===== src/rtl/vga_fb_arbiter.sv =====
// vga_fb_arbiter
// Shares one single-port framebuffer RAM between VGA scan-out and a host
// write port, all in the pixel clock domain. A small show-ahead FIFO of
// prefetched pixels is kept in front of the display pipeline; RAM cycles the
// video fetch does not need are granted to host writes. Fetch wins whenever
// the FIFO occupancy is below LOW_WM.
//
// Ports:
//   clk, rst_n          pixel clock, synchronous active-low reset
//   frame_start         1-cycle pulse: restart fetch at pixel 0, flush FIFO
//   pix_pop             consumer takes the FIFO head this cycle
//   pix_data/pix_valid  show-ahead FIFO head / FIFO not empty
//   underrun            sticky: pop on empty FIFO, cleared by frame_start
//   wr_req/addr/data    host write request, held until wr_ack
//   wr_ack              1-cycle pulse: the write is on the RAM port
//   ram_addr/we/wdata   registered RAM port
//   ram_rdata           RAM read data, sampled one cycle after ram_addr
//
// Optional build macro VGA_FB_ARB_UNDERRUN_CNT_EN adds underrun_cnt[15:0],
// a saturating count of empty-FIFO pops, cleared by frame_start and reset.

module vga_fb_arbiter #(
  parameter int unsigned ADDR_W    = 15,
  parameter int unsigned DATA_W    = 3,
  parameter int unsigned FB_PIXELS = 19200,
  parameter int unsigned DEPTH     = 8,
  parameter int unsigned LOW_WM    = 4
) (
  input  logic              clk,
  input  logic              rst_n,
  input  logic              frame_start,
  input  logic              pix_pop,
  output logic [DATA_W-1:0] pix_data,
  output logic              pix_valid,
  output logic              underrun,
  input  logic              wr_req,
  input  logic [ADDR_W-1:0] wr_addr,
  input  logic [DATA_W-1:0] wr_data,
  output logic              wr_ack,
  output logic [ADDR_W-1:0] ram_addr,
  output logic              ram_we,
  output logic [DATA_W-1:0] ram_wdata,
  input  logic [DATA_W-1:0] ram_rdata
`ifdef VGA_FB_ARB_UNDERRUN_CNT_EN
  ,
  output logic [15:0]       underrun_cnt
`endif
);

  localparam int unsigned AW = $clog2(DEPTH);
  localparam int unsigned LW = AW + 1;

  typedef enum logic {
    STOPPED = 1'b0,
    FETCH   = 1'b1
  } state_t;

  state_t            state_q, state_d;
  logic [ADDR_W-1:0] ptr_q, ptr_d;
  logic [LW-1:0]     level_q, level_d;
  logic              inflight_q, inflight_d;
  logic [AW-1:0]     rd_q, rd_d, wr_q, wr_d;
  logic [ADDR_W-1:0] ram_addr_q, ram_addr_d;
  logic              ram_we_q, ram_we_d;
  logic [DATA_W-1:0] ram_wdata_q, ram_wdata_d;
  logic              wr_ack_q, wr_ack_d;
  logic              underrun_q, underrun_d;
  logic [DATA_W-1:0] mem_q [DEPTH];

  logic [LW-1:0] occ;
  logic          vid_grant, host_grant, push, pop, empty_pop;

  always_comb begin
    occ        = level_q + LW'(inflight_q);
    // A frame_start edge only resets the pointer; the first fetch of the new
    // frame is issued on the following edge, so no stale address escapes.
    vid_grant  = (state_q == FETCH) && (occ < LW'(DEPTH)) &&
                 ((level_q < LW'(LOW_WM)) || !wr_req || wr_ack_q) &&
                 !frame_start;
    host_grant = !vid_grant && wr_req && !wr_ack_q;
    // A read in flight across frame_start belongs to the old frame: drop it.
    push       = inflight_q && !frame_start;
    pop        = pix_pop && (level_q != '0) && !frame_start;
    empty_pop  = pix_pop && (level_q == '0) && !frame_start;
  end

  always_comb begin
    state_d     = state_q;
    ptr_d       = ptr_q;
    level_d     = level_q;
    rd_d        = rd_q;
    wr_d        = wr_q;
    underrun_d  = underrun_q;
    inflight_d  = vid_grant;
    ram_addr_d  = ram_addr_q;
    ram_wdata_d = ram_wdata_q;
    ram_we_d    = 1'b0;
    wr_ack_d    = 1'b0;

    if (frame_start) begin
      state_d    = FETCH;
      ptr_d      = '0;
      level_d    = '0;
      rd_d       = '0;
      wr_d       = '0;
      underrun_d = 1'b0;
    end else begin
      level_d = level_q + LW'(push) - LW'(pop);
      if (pop)       rd_d = rd_q + AW'(1);
      if (push)      wr_d = wr_q + AW'(1);
      if (empty_pop) underrun_d = 1'b1;
    end

    if (vid_grant) begin
      ram_addr_d = ptr_q;
      ptr_d      = ptr_q + ADDR_W'(1);
      if (ptr_q == ADDR_W'(FB_PIXELS - 1)) state_d = STOPPED;
    end else if (host_grant) begin
      ram_addr_d  = wr_addr;
      ram_wdata_d = wr_data;
      ram_we_d    = 1'b1;
      wr_ack_d    = 1'b1;
    end
  end

  always_ff @(posedge clk) begin
    if (!rst_n) begin
      state_q     <= STOPPED;
      ptr_q       <= '0;
      level_q     <= '0;
      rd_q        <= '0;
      wr_q        <= '0;
      inflight_q  <= 1'b0;
      underrun_q  <= 1'b0;
      ram_addr_q  <= '0;
      ram_wdata_q <= '0;
      ram_we_q    <= 1'b0;
      wr_ack_q    <= 1'b0;
    end else begin
      state_q     <= state_d;
      ptr_q       <= ptr_d;
      level_q     <= level_d;
      rd_q        <= rd_d;
      wr_q        <= wr_d;
      inflight_q  <= inflight_d;
      underrun_q  <= underrun_d;
      ram_addr_q  <= ram_addr_d;
      ram_wdata_q <= ram_wdata_d;
      ram_we_q    <= ram_we_d;
      wr_ack_q    <= wr_ack_d;
    end
  end

  // FIFO storage needs no reset: entries are only visible while level_q > 0.
  always_ff @(posedge clk) begin
    if (rst_n && push) mem_q[wr_q] <= ram_rdata;
  end

  assign pix_valid = (level_q != '0);
  assign pix_data  = pix_valid ? mem_q[rd_q] : '0;
  assign underrun  = underrun_q;
  assign wr_ack    = wr_ack_q;
  assign ram_addr  = ram_addr_q;
  assign ram_we    = ram_we_q;
  assign ram_wdata = ram_wdata_q;

`ifdef VGA_FB_ARB_UNDERRUN_CNT_EN
  logic [15:0] cnt_q, cnt_d;

  always_comb begin
    cnt_d = cnt_q;
    if (frame_start) cnt_d = '0;
    else if (empty_pop && (cnt_q != '1)) cnt_d = cnt_q + 16'd1;
  end

  always_ff @(posedge clk) begin
    if (!rst_n) cnt_q <= '0;
    else        cnt_q <= cnt_d;
  end

  assign underrun_cnt = cnt_q;
`endif

endmodule

===== config.mk =====
export PLATFORM = sky130hd
export DESIGN_NAME = vga_fb_arbiter
export DESIGN_NICKNAME = d
export VERILOG_FILES = /design/src/rtl/vga_fb_arbiter.sv
export SDC_FILE = /design/constraint.sdc
export NUM_CORES = 1
export LEC_CHECK = 0
export CAP_MARGIN = 20
export CELL_PAD_IN_SITES_DETAIL_PLACEMENT = 2
export CELL_PAD_IN_SITES_GLOBAL_PLACEMENT = 2
export CORE_ASPECT_RATIO = 0.7
export CORE_MARGIN = 5
export CORE_UTILIZATION = 38
export CTS_CLUSTER_SIZE = 40
export DETAILED_ROUTE_END_ITERATION = 12
export PLACE_DENSITY_LB_ADDON = 0.1
export SYNTH_ARGS = -nofsm -noshare
export SYNTH_HDL_FRONTEND = slang
export SYNTH_SLANG_ARGS = --single-unit

===== constraint.sdc =====
create_clock -name clk -period 3.5 [get_ports clk]
set_input_delay 0.35 -clock clk [delete_from_list [all_inputs] [get_ports clk]]
set_output_delay 0.35 -clock clk [all_outputs]
set_load 0.05 [all_outputs]

==> tab_implementation.tex <==
\begin{tabular}{lr}
\hline
Metric & Value \\
\hline
\multicolumn{2}{l}{\textbf{Setup path}} \\
Series of cell instances along the critical path & inv\_1 > ha\_1 > nor3b\_1 > inv\_1 > clkdlybuf4s50\_1 \\
Setup crit start kind & flop \\
Endpoint type of the worst setup path & output port \\
R2r startpoint & level\_q[3]\$\_SDFF\_PP0\_ \\
Crit-path leading delay family & buffers and inverters \\
Worst path depth & 5 \\
Critical path arrival & 2.58 ns \\
Most frequent cell on the critical path & inv\_1 \\
Critical path type & reg2out \\
Worst Reg2Reg Path Length in Cells & 10 \\
Crit path buf inv count & 3 \\
Required time of the worst setup path & 3.15 ns \\
Worst R2R End & level\_q[1]\$\_SDFF\_PP0\_ \\
Slowest cell on the critical path & clkdlybuf4s50\_1 \\
Maximum fanout count along the critical path & 5 \\
Launching instance or port of the critical path & level\_q[3]\$\_SDFF\_PP0\_ \\
Worst reg2reg setup slack & 0.62 ns \\
Critical path capture point & pix\_valid \\
Largest incremental delay on the critical path & 0.76 ns \\
\multicolumn{2}{l}{\textbf{Placement}} \\
HPWL reported at the end of detailed placement & 6907 um \\
Total cell area at the placement stage & 3944 sq um \\
Worst-case setup slack after placement & 0.6788 ns \\
\# placed instances & 454 \\
Total of buffers placed on input and output ports & 50 \\
RePlAce Congestion & 0.7394 \\
\multicolumn{2}{l}{\textbf{Synth}} \\
Number of warning messages in the yosys log & 0 \\
Post-Synthesis Net Count & 330 \\
Yosys top cell area share & 0.3013 \\
Total standard cell area after synthesis & between 3000 and 4000 sq um \\
Async SR Flop Fraction & 0 \\
Post-synthesis instance total & roughly 300 \\
Post-synthesis register bit count & 74 \\
Number of synthesized flops with an enable pin & 24 \\
Syn Area/Cell & 11.30 sq um \\
Post-synthesis cell type count & 46 \\
Top cells by area, synth & dfxtp\_1 (30\%), edfxtp\_1 (22\%), mux2i\_1 (6.9\%) \\
Ys flop type & dfxtp\_1 \\
Cell type contributing the most total cell area after synthesis & dfxtp\_1 \\
Proportion of synthesized chip area in sequential cells & 0.5183 \\
\multicolumn{2}{l}{\textbf{Route}} \\
Routed Wire Length & approximately 9600 um \\
M1 WL & 4358 um \\
Uppermost layer routed & met4 \\
Initial DRT Pass Iterations & 4 \\
DRC Markers & 0 \\
DR vias/cell & 5.436 \\
Met3 wire length & 532 um \\
Number of design-rule violations left by the first detailed-router iteration & 121 \\
Total number of vias & 2,555 \\
DR WL met2 & 4595 um \\
Routed WL per cell & 20.48 um \\
Number of routed nets with antenna violations & 0 \\
\multicolumn{2}{l}{\textbf{Global route}} \\
Vias in the first global route & $\sim$2,700 \\
Number of antenna violations at the first check in global routing & 0 \\
Wire length of the first global-routing pass & between 15,000 and 20,000 um \\
Maximum number of pins on one net before global-route repair & 26 \\
Global-route congestion overflow total & 0 \\
Combined global-route utilization of all metal layers & 0.1945 \\
\multicolumn{2}{l}{\textbf{STA}} \\
Max\_slew headroom & 0.3520 \\
Count of pins over their slew limit & 0 \\
Shortest clock period the worst path allows after layout & 2.928 ns \\
Maximum clock skew at final layout & 0.003060 ns \\
Tcrit/Tclk final & 0.8365 \\
Number of setup violations in the final report & 0 \\
Slew at the pin closest to its max-slew limit & 0.9677 ns \\
Sum of negative setup slack & 0 ns \\
Unrepaired setup endpoints after global routing & false \\
Highest attainable clock frequency & approximately 0.34 GHz \\
Crit path setup slack, layout & 0.5722 ns \\
Hold violation count in the final report & 0 \\
\multicolumn{2}{l}{\textbf{Floorplanning}} \\
I/O pin cnt & between 50 and 60 \\
Core region area & 8478 sq um \\
Total Die Area & about 11,000 sq um \\
Chip Width & 121.8 um \\
Height of the die & 88.23 um \\
Initial Util & 0.3918 \\
Row count & 28 \\
\multicolumn{2}{l}{\textbf{Clock tree}} \\
Clock latency at the later pin of the worst-skew pair & 0.34 ns \\
Cts bufs inserted & 9 \\
Postcts setup bufs & 0 \\
\# resized after CTS & 0 \\
Root buffer cell & clkbuf\_16 \\
Number of buffers added to fix hold violations after cts & 0 \\
Maximum count of clock buffers along a single path & 2 \\
CTS tree & built \\
Register clock-pin slew on the reported worst setup and hold paths & around 0.060 ns \\
H-Tree Depth & 3 \\
Clock sink count & 74 \\
\multicolumn{2}{l}{\textbf{Cells and area}} \\
Highest-count cells in the layout ignoring fill and taps & dfxtp\_1 (50), clkdlybuf4s50\_1 (50), edfxtp\_1 (24), mux2i\_1 (23), nor2\_1 (22) \\
NumNets Final & 381 \\
Proportion of layout cells with a drive suffix above 1 & 0.09714 \\
Antenna fix cells & 0 \\
Post-route standard cell area excluding fillers & approximately 4200 sq um \\
Syn-to-layout area delta & 27.61\% \\
Post-route insts no fill & 470 \\
Fill cell instance count of the final layout & 851 \\
\multicolumn{2}{l}{\textbf{Status}} \\
Result of the run & finished, final reports clean \\
\multicolumn{2}{l}{\textbf{Power and ir drop}} \\
Max IR drop VDD & $\sim$0.32 mV \\
Final Power & between 2 and 2.5 mW \\
Total power per unit cell area & 492.6 nW/um\^{}2 \\
Leakage & 1.481 nW \\
\multicolumn{2}{l}{\textbf{Hold path}} \\
Hold Crit Class & reg2reg \\
\multicolumn{2}{l}{\textbf{Job}} \\
Total of max-cap violations & 0 \\
\hline
\end{tabular}
## Yosys cell counts (2+ instances only)
| cell type | number |
|---|---|
| nand2_1 | 18 |
| o31ai_1 | 5 |
| xor2_1 | 3 |
| mux2i_1 | 23 |
| or4_1 | 7 |
| and2_1 | 3 |
| o21a_1 | 3 |
| nand3_1 | 7 |
| inv_1 | 7 |
| mux4_2 | 6 |
| nand2b_1 | 2 |
| o21ai_0 | 16 |
| nor3b_1 | 5 |
| edfxtp_1 | 24 |
| nor3_1 | 3 |
| buf_2 | 4 |
| ha_1 | 9 |
| o2bb2ai_1 | 5 |
| nor2b_1 | 3 |
| o311a_1 | 10 |
| dfxtp_1 | 50 |
| buf_6 | 2 |
| xnor2_1 | 5 |
| nand4_1 | 2 |
| nor2_1 | 22 |
| or3_1 | 5 |
| and3_1 | 5 |
| a21oi_1 | 13 |
| clkbuf_1 | 10 |
## cell families (layout without fill, tap and decap cells)
family | Yosys count | count (layout) | share of synthesized area
xor gates and xnor gates | 8 | 8 | 0.02109
buffers and inverters | 25 | 81 | 0.03541
muxes | 29 | 29 | 0.1100
DFF | 74 | 74 | 0.5183
and+or+nand+nor | 88 | 88 | 0.1405
AOI/OAI and AO/OA | 60 | 60 | 0.1348
adders and majority gates | 10 | 10 | 0.03993
## per-layer routing
layer / GRT usage / vias up
li1: - / 1195
met1: 0.2560 / 1282
met2: 0.3181 / 64
met3: 0.05048 / 14
met4: 0.06104 / 0
met5: 0 / -
## metrics by stage
stage / util / hold slack [ns]
final: 0.5000 / 0.4622
after floorplan: - / 0.4489
after CTS: 0.5000 / 0.4695
after detailed placement: 0.4652 / 0.4619
after global routing: 0.5000 / 0.4878
after global placement: 0.4652 / 0.4438
## sequential cells by signal, indices dropped and copies added, names as in the netlist, named ones only
register    cells
rd_q            3
ptr_q          15
underrun        1
ram_wdata       3
wr_ack          1
ram_addr       15
mem_q          24
wr_q            3
level_q         4
inflight_q      1
state_q         1
## power breakdown
group / internal (mW) / switching (mW)
clock network: 0.564 / 0.354
registers: 0.907 / 0.0157
logic: 0.0992 / 0.148
total: 1.57 / 0.518
## cell type report
type / count / area (sq um) / share of cell area
Timing Repair Buffer: 58 / 560.5 / 0.1322
Inverter: 7 / 26.28 / 0.006198
Clock inverter: 6 / 56.30 / 0.01328
Sequential cell: 74 / 1722 / 0.4061
Multi-Input combinational cell: 195 / 1485 / 0.3504
Clock buffer: 10 / 239.0 / 0.05638
Tap cell: 120 / 150.1 / 0.03542
## worst reg2reg max path: stages (launching register included)
cell and delay, ns:
dfxtp_1 0.35, inv_1 0.10, ha_1 0.14, nor3b_1 0.66, inv_1 0.23, nand2_1 0.16, xor2_1 0.07, nor2_1 0.16
ha_1 0.26, fa_1 0.47, and2_1 0.17
## worst min-delay path by stage
stage	startpoint	end	slack [ns]	cells past startpoint
3_5_place_dp	ram_wdata[1]$_SDFFE_PN0P_	ram_wdata[1]$_SDFFE_PN0P_	0.46	2
4_1_cts	ram_wdata[1]$_SDFFE_PN0P_	ram_wdata[1]$_SDFFE_PN0P_	0.47	2
5_1_grt	ram_wdata[1]$_SDFFE_PN0P_	ram_wdata[1]$_SDFFE_PN0P_	0.49	2
6_report	ram_wdata[1]$_SDFFE_PN0P_	ram_wdata[1]$_SDFFE_PN0P_	0.46	2
2_1_floorplan	ram_rdata[0]	mem_q[0][0]$_DFFE_PP_	0.45	0
3_3_place_gp	ram_wdata[1]$_SDFFE_PN0P_	ram_wdata[1]$_SDFFE_PN0P_	0.44	2
Note: power is estimated with default switching activity, not from simulation.
